$ cat src/rtl/dram_load_store_unit.sv
// Multi-cycle data-memory access unit: execute-stage request to DRAM req/ack.
// Define LSU_LOAD_SEXT_EN to sign-extend byte/half loads (default zero-fill).
module dram_load_store_unit #(
  parameter int unsigned TIMEOUT_CYCLES = 255
) (
  input  logic        lsu_clk,
  input  logic        lsu_rst,
  input  logic        lsu_start,
  input  logic        lsu_we,
  input  logic [1:0]  lsu_size,
  input  logic [31:0] lsu_addr,
  input  logic [31:0] lsu_wdata,
  output logic        lsu_busy,
  output logic        lsu_done,
  output logic        lsu_err,
  output logic [31:0] rdo,
  output logic        dram_req,
  output logic        dram_we,
  output logic [3:0]  dram_be,
  output logic [31:0] dram_addr,
  output logic [31:0] dram_wdata,
  input  logic        dram_ack,
  input  logic [31:0] dram_rdata
);

  typedef enum logic [1:0] {
    S_IDLE,
    S_REQ,
    S_RESP
  } state_t;

  state_t      state_q, state_d;
  logic        we_q;
  logic        err_q;
  logic [1:0]  size_q;
  logic [1:0]  k_q;
  logic [3:0]  be_q;
  logic [31:0] addr_q;
  logic [31:0] wdata_q;
  logic [31:0] rdo_q;
  logic [15:0] cnt_q;

  logic        misal;
  logic [3:0]  be_c;
  logic [31:0] wd_c;
  logic        timeout;
  logic [15:0] sh;
  logic [23:0] fill8;
  logic [15:0] fill16;
  logic [31:0] ld_c;

  always_comb begin
    misal = 1'b0;
    be_c  = 4'b0000;
    wd_c  = lsu_wdata;
    unique case (lsu_size)
      2'b00: begin
        be_c = 4'b0001 << lsu_addr[1:0];
        wd_c = {4{lsu_wdata[7:0]}};
      end
      2'b01: begin
        misal = lsu_addr[0];
        be_c  = lsu_addr[1] ? 4'b1100 : 4'b0011;
        wd_c  = {2{lsu_wdata[15:0]}};
      end
      2'b10: begin
        misal = |lsu_addr[1:0];
        be_c  = 4'b1111;
      end
      default: misal = 1'b1;
    endcase
  end

  assign timeout = (cnt_q == 16'(TIMEOUT_CYCLES - 1));

  // Only the low half of the shifted word is ever used for sub-word loads.
  assign sh = 16'(dram_rdata >> {k_q, 3'b000});

`ifdef LSU_LOAD_SEXT_EN
  assign fill8  = {24{sh[7]}};
  assign fill16 = {16{sh[15]}};
`else
  assign fill8  = '0;
  assign fill16 = '0;
`endif

  always_comb begin
    unique case (size_q)
      2'b00:   ld_c = {fill8, sh[7:0]};
      2'b01:   ld_c = {fill16, sh};
      default: ld_c = dram_rdata;
    endcase
  end

  always_comb begin
    state_d = state_q;
    unique case (state_q)
      S_IDLE: if (lsu_start) state_d = misal ? S_RESP : S_REQ;
      S_REQ:  if (dram_ack || timeout) state_d = S_RESP;
      S_RESP: state_d = S_IDLE;
      default: state_d = S_IDLE;
    endcase
  end

  always_ff @(posedge lsu_clk) begin
    if (lsu_rst) state_q <= S_IDLE;
    else         state_q <= state_d;
  end

  always_ff @(posedge lsu_clk) begin
    if (lsu_rst) begin
      we_q    <= 1'b0;
      err_q   <= 1'b0;
      size_q  <= 2'b00;
      k_q     <= 2'b00;
      be_q    <= 4'b0000;
      addr_q  <= '0;
      wdata_q <= '0;
      rdo_q   <= '0;
      cnt_q   <= '0;
    end else if (state_q == S_IDLE) begin
      cnt_q <= '0;
      if (lsu_start) begin
        we_q    <= lsu_we;
        err_q   <= misal;
        size_q  <= lsu_size;
        k_q     <= lsu_addr[1:0];
        be_q    <= be_c;
        addr_q  <= {lsu_addr[31:2], 2'b00};
        wdata_q <= wd_c;
      end
    end else if (state_q == S_REQ) begin
      if (dram_ack) begin
        err_q <= 1'b0;
        if (!we_q) rdo_q <= ld_c;
      end else if (timeout) begin
        err_q <= 1'b1;
      end else begin
        cnt_q <= cnt_q + 16'd1;
      end
    end
  end

  assign lsu_busy   = (state_q == S_REQ);
  assign lsu_done   = (state_q == S_RESP);
  assign lsu_err    = lsu_done & err_q;
  assign rdo        = rdo_q;
  assign dram_req   = (state_q == S_REQ);
  assign dram_we    = dram_req & we_q;
  assign dram_be    = dram_req ? be_q : 4'b0000;
  assign dram_addr  = addr_q;
  assign dram_wdata = wdata_q;

endmodule

$ cat config.mk
export PLATFORM = sky130hd
export DESIGN_NAME = dram_load_store_unit
export DESIGN_NICKNAME = d
export VERILOG_FILES = /design/src/rtl/dram_load_store_unit.sv
export SDC_FILE = /design/constraint.sdc
export NUM_CORES = 1
export LEC_CHECK = 0
export ABC_AREA = 1
export ABC_CLOCK_PERIOD_IN_PS = 1350
export CAP_MARGIN = 0
export CORE_ASPECT_RATIO = 1.75
export CORE_UTILIZATION = 30
export DETAILED_ROUTE_END_ITERATION = 7
export PLACE_DENSITY = 0.7
export SYNTH_ARGS = -nofsm -noshare
export SYNTH_HDL_FRONTEND = slang
export SYNTH_SLANG_ARGS = --single-unit
export TNS_END_PERCENT = 10
$ cat constraint.sdc
create_clock -name lsu_clk -period 1.35 [get_ports lsu_clk]
set_input_delay 0.2025 -clock lsu_clk [delete_from_list [all_inputs] [get_ports lsu_clk]]
set_output_delay 0.2025 -clock lsu_clk [all_outputs]
set_load 0.005 [all_outputs]
==> run metrics, run 1 <==
max-slew violation count 0; DR WL/cell 15.11 µm; Clk Latency, worst-skew pair 0.41 ns; kind of critical path flip-flop to flip-flop; Max-cap violations 0; largest net degree at the start of global routing 46; most common cell after layout, fill and taps aside nand2_1; ys async rst share 0%; vias in the first global route 6158; syn_area_per_cell 6.923 µm²; FF+latch area 2474 µm²; Filler cells 1685; Netlist Area Pre-Place 5497 µm²; Worst Hold Class primary input to flip-flop; Max Fclk 681.3 MHz; Worst EP arrival 1.81 ns; CTS root buf clkbuf_16; Pre-antenna DRT Iters 5; Gate Count Post-Synth 794; min Tclk post-route 1.468 ns; accumulated negative setup slack -4.272 ns; total wire length 19.90 mm; status complete, but fails checks; ys flop type dfxtp_1; hold buffer count at CTS 0; commonest non-fill, non-tap cells in the layout 172 x nand2_1, 103 x dfxtp_1, 101 x clkdlybuf4s50_1; Routed Antenna Nets 0; Leak 0.004104 µW; DR vias 6399; GRT Util Overall 21.07%; H-tree Lvls 4; IO buf count 205; HPWL Detailed 14.44 mm; overall power 10930 µW; Worst Skew 0.007723 ns; initial antenna violation count 1; Hold Vio Cnt, Final 0; synthesized flop and latch total 122; # setup viols final 72; Worst EP required 1.69 ns; YS warnings 0; failing checks setup timing; multi-input combinational cell area 2984 µm²; R2R Setup Slk -0.12 ns; Crit Path Max Fanout 7; DRC 0; Post-synth EDFFs 0; Ports 208; core area 17970 µm²; RSZ-0062 raised after global routing true; GP Congestion 0.9120; PwrDens 1143 nW/µm²; layout cell share with drive strength beyond 1 22.64%; CTS Buf Count 17; first-pass GRT wire length 31.48 mm; aggregate global routing overflow 0; Tightest Pin Transition 0.5491 ns; Rows 65; CTS clk-pin slew, worst paths 0.06 ns; die width 104.3 µm; sequential share of the synthesized area 44.43%; Worst Setup End Kind flip-flop; CTS tree built; CTS sink count 122; starting density of the core 30.58%; Max VDD drop 754.7 µV; DRC violation total after the first TritonRoute iteration 289; drt via density 4.859; worst rel slew slack 63.26%; chip height 181.1 µm; synth unique cells 30; clk buf depth 2; Synth-to-Final Area Change 73.96%; Die ar. 18890 µm²; Tcrit/Tclk final 108.7%; worst setup margin -0.1178 ns; # nets final 1174; Critical Path Start Type flip-flop
==> synthesized netlist by cell type (3+ instances only) <==
master | count | share of area [%]
nand2_1 | 182 | 12
dfxtp_1 | 122 | 44
nor2_1 | 107 | 7.3
a21oi_1 | 98 | 8.9
o21ai_0 | 91 | 8.3
nand3_1 | 52 | 4.7
inv_1 | 29 | 2.0
buf_2 | 22 | 2.0
clkbuf_1 | 20 | 1.4
o21ai_1 | 17 | 1.5
a31oi_1 | 9 | 1.0
nand4_1 | 7 | 0.80
buf_4 | 6 | 0.82
inv_2 | 4 | 0.27
xor2_1 | 4 | 0.64
nor2_4 | 3 | 0.61
xnor2_1 | 3 | 0.48
==> where the power goes <==
part,internal (µW),switching (µW)
combinational,1070,991
clock,3150,1750
sequential,3840,128
total,8060,2870
==> flip-flops by register name, indices dropped and copies added, names as in the netlist <==
name	count
be_q	4
cnt_q	16
dram_addr	30
dram_wdata	32
err_q	1
k_q	2
rdo	32
size_q	2
state_q	2
we_q	1
==> path summary, 6_finish.rpt <==
path             from        end  cells past startpoint
min reg2reg   rdo[25]    rdo[25]                      2
min           lsu_rst  cnt_q[10]                      4
max          cnt_q[0]  cnt_q[13]                     11
max reg2reg  cnt_q[0]  cnt_q[13]                     11
==> cell type report <==
| class | count | share of cell area [%] |
|---|---|---|
| clock buffer | 19 | 4.632 |
| tap | 234 | 3.062 |
| antenna | 1 | 0.02617 |
| clock inverter | 13 | 2.015 |
| sequential | 122 | 25.87 |
| inverter | 35 | 1.557 |
| multi-input combinational | 587 | 31.21 |
| timing repair buffer | 306 | 31.63 |
==> through the flow <==
| step | instance area [µm²] | instances | setup slack [ns] | hold WS (ns) | util, % |
|---|---|---|---|---|---|
| after floorplan | 5525 | 795 | -0.006804 | 0.3457 | - |
| after global placement | 8414 | 1264 | -0.3525 | 0.4508 | 46.82 |
| after detailed placement | 8414 | 1264 | -0.3790 | 0.4558 | 46.82 |
| after CTS | 9273 | 1310 | -0.1564 | 0.1353 | 51.59 |
| after global routing | 9562 | 1317 | -0.1917 | 0.1646 | 53.20 |
| final | 9562 | 1317 | -0.1178 | 0.1520 | 53.20 |
==> per-layer routing <==
layer  vias to the layer above  track usage, %  routed length [µm]
met1                      2944           22.15                7418
met2                       207           38.20               10520
met5                         -               0                   0
met3                        57           4.870                1020
met4                         0           11.54                 938
li1                       3191               -                   -
==> worst max-delay path, cell delays in order (launching register included) <==
cell     delay (ns)
dfxtp_4        0.37
inv_4          0.04
ha_4           0.15
nand3_2        0.06
nor2_2         0.04
nand2_2        0.10
nand2_2        0.08
nor2_4         0.15
buf_6          0.12
buf_12         0.12
nand2_1        0.06
a21oi_2        0.12
==> logic make-up (layout without fill, tap and decap cells) <==
kind of cell | Yosys count | count (layout) | synth area share, %
compound gates | 217 | 217 | 20.08
xor+xnor | 7 | 7 | 1.115
fa+ha+maj | 2 | 2 | 0.4552
buf+inv | 86 | 373 | 6.806
flops | 122 | 122 | 44.43
other cells | 1 | 3 | 0.06822
simple gates | 359 | 359 | 27.04
==> what timing repair did <==
action	CTS	global route
cloned	4	0
pin swaps	16	15
buffers inserted	11	6
setup endpoints to repair	214	129
resized for setup	195	84
No activity file was read; power rests on OpenSTA's default activity.
==> inputs of run 2 (changes only) <==
--- a/config.mk
+++ b/config.mk
@@ -6,12 +6,12 @@
 export NUM_CORES = 1
 export LEC_CHECK = 0
 export ABC_AREA = 1
-export ABC_CLOCK_PERIOD_IN_PS = 1350
 export CAP_MARGIN = 0
 export CORE_ASPECT_RATIO = 1.75
 export CORE_UTILIZATION = 30
 export DETAILED_ROUTE_END_ITERATION = 7
-export PLACE_DENSITY = 0.7
+export PLACE_DENSITY_LB_ADDON = 0.1
+export RECOVER_POWER = 50
 export SYNTH_ARGS = -nofsm -noshare
 export SYNTH_HDL_FRONTEND = slang
 export SYNTH_SLANG_ARGS = --single-unit
==> run 2 against run 1 <==
  * First-iteration DRC count shrank 38%
  * Global-route usage is 0.68 points lower
  * Highest routed layer unchanged
  * Hold slack got worse by 0.085 ns
  * The flow still finishes with violations (setup timing)
  * Maximum frequency down 1.4%
  * Sequential share of layout area up 0.73 points
  * Largest power group unchanged
  * Critical endpoint is now dram_be[2]
  * Combinational power decreased by 9%
==> run metrics, run 2 (same netlist as run 1, synthesis figures left out) <==
WL met2 10.35 mm; GRT Util Overall 20.39%; Hold Vio Cnt, Final 0; crit-path max cell delay 0.38 ns; kind of critical path flip-flop to primary output; Crit Path Max Fanout 5; # diodes 0; Worst Path Buf+Inv 2; crit path launch state_q[0]; Pre-antenna DRT Iters 5; Synth-to-Final Area Change 67.97%; RSZ-0062 raised after global routing true; Core Util, Final 51.37%; DRC violation total after the first TritonRoute iteration 179; Worst Setup End Kind primary output; Tcrit/Tclk final 110.2%; Top Metal Used met4; Leak 0.003942 µW; status complete, but fails checks; DRC 0; Worst Skew 0.01195 ns; core area 17970 µm²; chip height 181.1 µm; Worst Hold Launch lsu_rst; largest net degree at the start of global routing 45; r2r startpoint state_q[0]; Routed Antenna Nets 0; # nets final 1168; CP max-delay cell dfxtp_4; total wire length 19.29 mm; DR vias 6186; PwrDens 1140 nW/µm²; # setup viols final 65; worst setup margin -0.1380 ns; CP top delay family flip-flops; Max-cap violations 0; Rows 65; die width 104.3 µm; CTS tree built; IO buf count 205; CTS clk-pin slew, worst paths 0.06 ns; starting density of the core 30.58%; DR WL/cell 14.73 µm; commonest non-fill, non-tap cells in the layout 177 x nand2_1, 117 x dfxtp_1, 101 x clkdlybuf4s50_1; vias in the first global route 6016; Worst EP arrival 1.29 ns; Max Fclk 672.0 MHz; most common cell after layout, fill and taps aside nand2_1; Worst EP required 1.15 ns; overall power 10530 µW; Critical Path Start Type flip-flop; clk buf depth 2; H-tree Lvls 4; Max VDD drop 870.1 µV; Ports 208; GP Congestion 0.8212; first-pass GRT wire length 30.64 mm; min Tclk post-route 1.488 ns; worst rel slew slack 58.30%; drt via density 4.722; WL met1 7.606 mm; HPWL Detailed 13.85 mm; Clk Latency, worst-skew pair 0.41 ns; CP cell instances nand2_4, nor2_2, buf_6, clkdlybuf4s15_1; met3 WL 921 µm; CTS Buf Count 17; CTS sink count 122; Worst Hold Class primary input to flip-flop; layout cell share with drive strength beyond 1 19.61%; failing checks setup timing; Tightest Pin Transition 0.6232 ns; CTS root buf clkbuf_16; max-slew violation count 0; aggregate global routing overflow 0; Setup WS pre-CTS -0.4365 ns; Die ar. 18890 µm²; initial antenna violation count 0
## run 2: changes by cell type in the layout (fill, tap and decap cells not counted), moves of 6 or more
| cell | previous run | this run |
|---|---|---|
| o21ai_2 | 14 | 7 |
| nor2_1 | 94 | 100 |
| dfxtp_2 | 16 | 2 |
| buf_4 | 65 | 71 |
| buf_12 | 18 | 7 |
| dfxtp_1 | 103 | 117 |
| o21ai_0 | 70 | 83 |
## run 2: layout make-up
type                    instances  area, µm²
well taps                     234      292.8
clock buffers                  18      429.2
fillers                      1829       8741
multi-input cells             587       2919
inverters                      35      148.9
repair buffers                300       2813
flip-flops and latches        122       2456
clock inverters                14      173.9
## run 2: report_power, final
group	switching, µW	total [µW]	internal (µW)
Clock	1790	4700	2910
Combinational	939	1880	945
Sequential	116	3950	3830
Total	2840	10500	7690
## run 2: layer usage
metal	up-vias	track usage [%]
met5	-	0
met1	2835	21.78
met2	168	38.65
li1	3159	-
met4	0	7.143
met3	24	4.401
## run 2: timing repair
| action | 4_1_cts | 5_1_grt |
|---|---|---|
| setup endpoints to repair | 199 | 115 |
| gates resized for setup | 189 | 56 |
| cloned | 0 | 3 |
| buffers inserted | 7 | 1 |
| pin swaps | 16 | 9 |
| endpoints found under the hold margin | 0 | 0 |
| hold buffers | 0 | 0 |
## run 2: worst paths after layout
kind | to | slack, ns | depth (start not counted)
min reg2reg | dram_wdata[4] | 0.46 | 2
max reg2reg | rdo[21] | -0.13 | 8
min | be_q[0] | 0.07 | 2
max | dram_be[2] | -0.14 | 4
## run 2: per-stage QoR
step,std cells,area (µm²),hold WS (ns),setup TNS (ns)
floorplan,795,5525,0.3457,-0.006804
global placement,1267,8324,0.4482,-28.57
detailed placement,1267,8324,0.4537,-30.18
CTS,1306,8996,0.06036,-5.004
global route,1310,9233,0.06780,-11.71
finish,1310,9233,0.06742,-4.400
